File: config.mk
export PLATFORM = sky130hd
export DESIGN_NAME = stage_exma_pipe
export DESIGN_NICKNAME = d
export VERILOG_FILES = /design/src/rtl/stage_exma_pipe.sv
export SDC_FILE = /design/constraint.sdc
export NUM_CORES = 1
export LEC_CHECK = 0
export ABC_AREA = 1
export BUFFER_PORTS_ARGS = -buffer_cell sky130_fd_sc_hd__buf_2
export CAP_MARGIN = 20
export CORE_ASPECT_RATIO = 1.5
export CORE_MARGIN = 5
export CORE_UTILIZATION = 55
export DETAILED_ROUTE_END_ITERATION = 8
export GPL_ROUTABILITY_DRIVEN = 0
export PLACE_DENSITY = 0.76
export SLEW_MARGIN = 10
export SYNTH_ARGS = -nofsm -noshare
export SYNTH_HDL_FRONTEND = slang
export SYNTH_SLANG_ARGS = --single-unit
File: constraint.sdc
create_clock -name clk -period 1.8 [get_ports clk]
set_input_delay 0.18 -clock clk [delete_from_list [all_inputs] [get_ports clk]]
set_output_delay 0.18 -clock clk [all_outputs]
set_load 0.005 [all_outputs]
File: src/rtl/stage_exma_pipe.sv
// EX->MA elastic pipeline register: valid/ready handshake, 2-entry skid buffer, flush, x0-safe rd_out.
// Optional STAGE_EXMA_PERF_EN adds stall_cnt / bubble_cnt performance counters.
module stage_exma_pipe #(
  parameter int unsigned XLEN  = 32,
  parameter int unsigned IMM_W = 12,
  parameter int unsigned RD_W  = 5
) (
  input  logic             clk,
  input  logic             rst,
  input  logic             flush,
  input  logic             in_valid,
  output logic             in_ready,
  input  logic [XLEN-1:0]  busc_in,
  input  logic [XLEN-1:0]  pc_in,
  input  logic [IMM_W-1:0] imm_in,
  input  logic [RD_W-1:0]  rd_in,
  output logic             out_valid,
  input  logic             out_ready,
  output logic [XLEN-1:0]  busc_out,
  output logic [XLEN-1:0]  pc_out,
  output logic [IMM_W-1:0] imm_out,
  output logic [RD_W-1:0]  rd_out
`ifdef STAGE_EXMA_PERF_EN
  ,
  output logic [31:0]      stall_cnt,
  output logic [31:0]      bubble_cnt
`endif
);

  localparam int unsigned PW = 2 * XLEN + IMM_W + RD_W;

  logic          v_m, v_s, vm_d, vs_d;
  logic [PW-1:0] m_q, s_q, m_d, s_d;
  logic [PW-1:0] in_bus;
  logic [RD_W-1:0] rd_m;
  logic          acc, drn;

  assign in_bus = {busc_in, pc_in, imm_in, rd_in};

  // in_ready depends only on the skid valid flop, never on out_ready.
  assign in_ready  = ~v_s;
  assign out_valid = v_m;
  assign acc       = in_valid & ~v_s;
  assign drn       = v_m & out_ready;

  always_comb begin
    vm_d = v_m;
    vs_d = v_s;
    m_d  = m_q;
    s_d  = s_q;
    if (flush) begin
      vm_d = 1'b0;
      vs_d = 1'b0;
    end else if (!v_m) begin
      if (acc) begin
        m_d  = in_bus;
        vm_d = 1'b1;
      end
    end else if (drn) begin
      if (v_s) begin
        m_d  = s_q;
        vs_d = 1'b0;
      end else if (acc) begin
        m_d = in_bus;
      end else begin
        vm_d = 1'b0;
      end
    end else if (acc) begin
      s_d  = in_bus;
      vs_d = 1'b1;
    end
  end

  always_ff @(posedge clk) begin
    if (rst) begin
      v_m <= 1'b0;
      v_s <= 1'b0;
      m_q <= '0;
      s_q <= '0;
    end else begin
      v_m <= vm_d;
      v_s <= vs_d;
      m_q <= m_d;
      s_q <= s_d;
    end
  end

  assign {busc_out, pc_out, imm_out, rd_m} = m_q;
  assign rd_out = v_m ? rd_m : '0;

`ifdef STAGE_EXMA_PERF_EN
  always_ff @(posedge clk) begin
    if (rst) begin
      stall_cnt  <= '0;
      bubble_cnt <= '0;
    end else begin
      if (v_m && !out_ready) stall_cnt <= stall_cnt + 32'd1;
      if (!v_m)              bubble_cnt <= bubble_cnt + 32'd1;
    end
  end
`endif

endmodule

==> results.sh <==
export IMPL_syn2layout_area_growth_pct=9.98
export IMPL_p_clk_frac=0.424
export IMPL_fin_tns_setup_ps=0
export IMPL_startpoint_type="register"
export IMPL_hold_path_class="input port to register"
export IMPL_cts_root_buf="clkbuf_16"
export IMPL_max_freq_mhz=599
export IMPL_ir_drop_mv=0.512
export IMPL_maxSlewViolCount=0
export IMPL_grt_pass1_vias=7346
export IMPL_total_power_mw=8.57
export IMPL_pwr_share_seq=0.454
export IMPL_finalSetupViolCount=0
export IMPL_pre_cts_slack_ps=280
export IMPL_postSynthAreaPerCell_um2=6.17
export IMPL_cts_max_path_buffers=2
export IMPL_synth_cell_types=16
export IMPL_ys_ff_latch=164
export IMPL_start_util=0.560
export IMPL_num_antenna_cells=0
export IMPL_p_int_mw=6.42
export IMPL_via_per_inst=4.88
export IMPL_die_area_mm2=0.0186
export IMPL_antenna_found_initial=0
export IMPL_power_frac_comb=0.122
export IMPL_cp_data_arrival_time_ps=1490
export IMPL_drt_wl_total_mm=20.6
export IMPL_htree_levels=4
export IMPL_dp_hpwl_mm=12.5
export IMPL_period_needed_ps=1670
export IMPL_top_level_ports=169
export IMPL_crit_fanout=22
export IMPL_yosysWarnings=0
export IMPL_cts_made_buffers=17
export IMPL_drc=0
export IMPL_syn_cell_area_mm2=0.00875
export IMPL_fin_crit_sh=0.928
export IMPL_track_usage=0.218
export IMPL_drt_iter0_markers=557
export IMPL_hold_violations=0
export IMPL_die_w_um=113
export IMPL_tightest_slew_ps=490
export IMPL_instances_no_fill=1667
export IMPL_core_mm2=0.0156
export IMPL_fin_util=0.616
export IMPL_skew_ps=13.1
export IMPL_ctsHoldBuffers=0
export IMPL_fin_ws_ps=130
export IMPL_met1_usage=0.271
export IMPL_synth_seq_area_share=0.375
export IMPL_status="finished, final reports clean"
export IMPL_rsz0062_at_grt="no"
export IMPL_p_leak_nw=4.89
export IMPL_grt_busiest_layer="met2"
export IMPL_grt_use_met2=0.373
export IMPL_dp_cells=1636
export IMPL_power_density_mw_per_mm2=890
export IMPL_grt_pass1_wl_mm=34.0
export IMPL_path_clk_slew_ps=60
export IMPL_post_cts_setup_buffers=0
export IMPL_die_height_um=164
export IMPL_relSlewSlack=0.673
export IMPL_fin_nets=1538
export IMPL_syn_inst=1419
export IMPL_port_buffer_count=168
export IMPL_cts_sinks=164
export IMPL_rows=56
export IMPL_cap_violations=0
export IMPL_grtUsageMet3=0.0414
export IMPL_r2r_slack_ps=250
export IMPL_critPathKind="register to output port"
export IMPL_cp_end_kind="output port"
export IMPL_syn_nets=1505
export IMPL_grt_max_degree=93
export IMPL_dr_total_vias=8130
export IMPL_overflow=0
export IMPL_postCtsResizedCells=0
export IMPL_wl_per_cell_um=12.3
export IMPL_worstPathRequired_ps=1620
export IMPL_cts_tree="done"
export IMPL_ant_nets=0
export IMPL_p_sw_frac=0.251
export IMPL_worstSkewPairLatency_ps=420
export IMPL_first_pass_iters=5
export IMPL_drive_gt1_frac=0.151
export IMPL_power_switching_mw=2.15
## cells in the final DEF (no fill, tap or decap), types with 4 or more instances in the layout
cell type  instances
nand2_1          415
nor2_1           245
inv_1            170
buf_2            168
nand3_1          164
dfxtp_1          162
a21oi_1           81
clkbuf_16         18
buf_12             9
buf_4              9
clkbuf_1           4
## power by group through the flow
| stage | clock network (mW) | logic (mW) | registers (mW) |
|---|---|---|---|
| 6_report | 3.63 | 1.05 | 3.89 |
| 4_1_cts | 3.71 | 1.06 | 3.89 |
| 3_5_place_dp | 0 | 1.05 | 3.97 |
| 3_3_place_gp | 0 | 1.04 | 3.96 |
| 5_1_grt | 3.87 | 1.19 | 3.91 |
| 2_1_floorplan | 0 | 0.852 | 3.94 |
## cells in the mapped netlist (all sizes together)
cell,n,share of area
o21ai,1,0.00057
a21boi,1,0.00086
nand2,416,0.18
a21oi,82,0.048
dfxtp,164,0.38
nor2,246,0.11
clkbuf,34,0.015
inv,173,0.074
buf,138,0.11
nand3,164,0.094
## logic make-up after synthesis
logic type / synth area share
flip-flops: 0.375
AO/OA/AOI/OAI: 0.0496
buffers and inverters: 0.196
AND/OR/NAND/NOR: 0.379
## flip-flops by register name, summed over array words and instances (netlist names)
signal / count
m_q: 81
out_valid: 1
s_q: 81
v_s: 1
## worst paths after layout
kind,from,endpoint,cells past startpoint
hold / removal,busc_in[21],s_q[70]$_SDFFE_PP0P_,5
hold reg to reg,m_q[69]$_SDFFE_PP0P_,m_q[69]$_SDFFE_PP0P_,2
setup reg to reg,out_valid$_SDFF_PP0_,s_q[3]$_SDFFE_PP0P_,6
setup / recovery,out_valid$_SDFF_PP0_,rd_out[3],4
## final cells by class
cell class	instances	area, µm²
fillers	1561	6000
multi-input cells	910	3750
flip-flops and latches	164	3290
repair buffers	186	1090
inverters	173	652
clock buffers	24	493
well taps	203	254
clock inverters	7	95.1
## worst max-delay path, stage by stage (launching register included)
cell and delay (ps):
dfxtp_4 510, buf_4 300, nand2_1 110, inv_1 60, buf_2 100
## stage by stage
step                hold WS [ps]  area [µm²]
floorplan                    342        8750
global placement             455        9030
detailed placement           464        9030
CTS                         57.3        9620
global route                80.6        9620
finish                      72.3        9620
## layer usage
layer  wire length, µm  vias to the layer above
met5                 0                        -
met2             10000                      207
li1                  -                     4256
met1              8940                     3629
met3              1040                       38
met4               537                        0
Power figures use the tool's default switching activity.
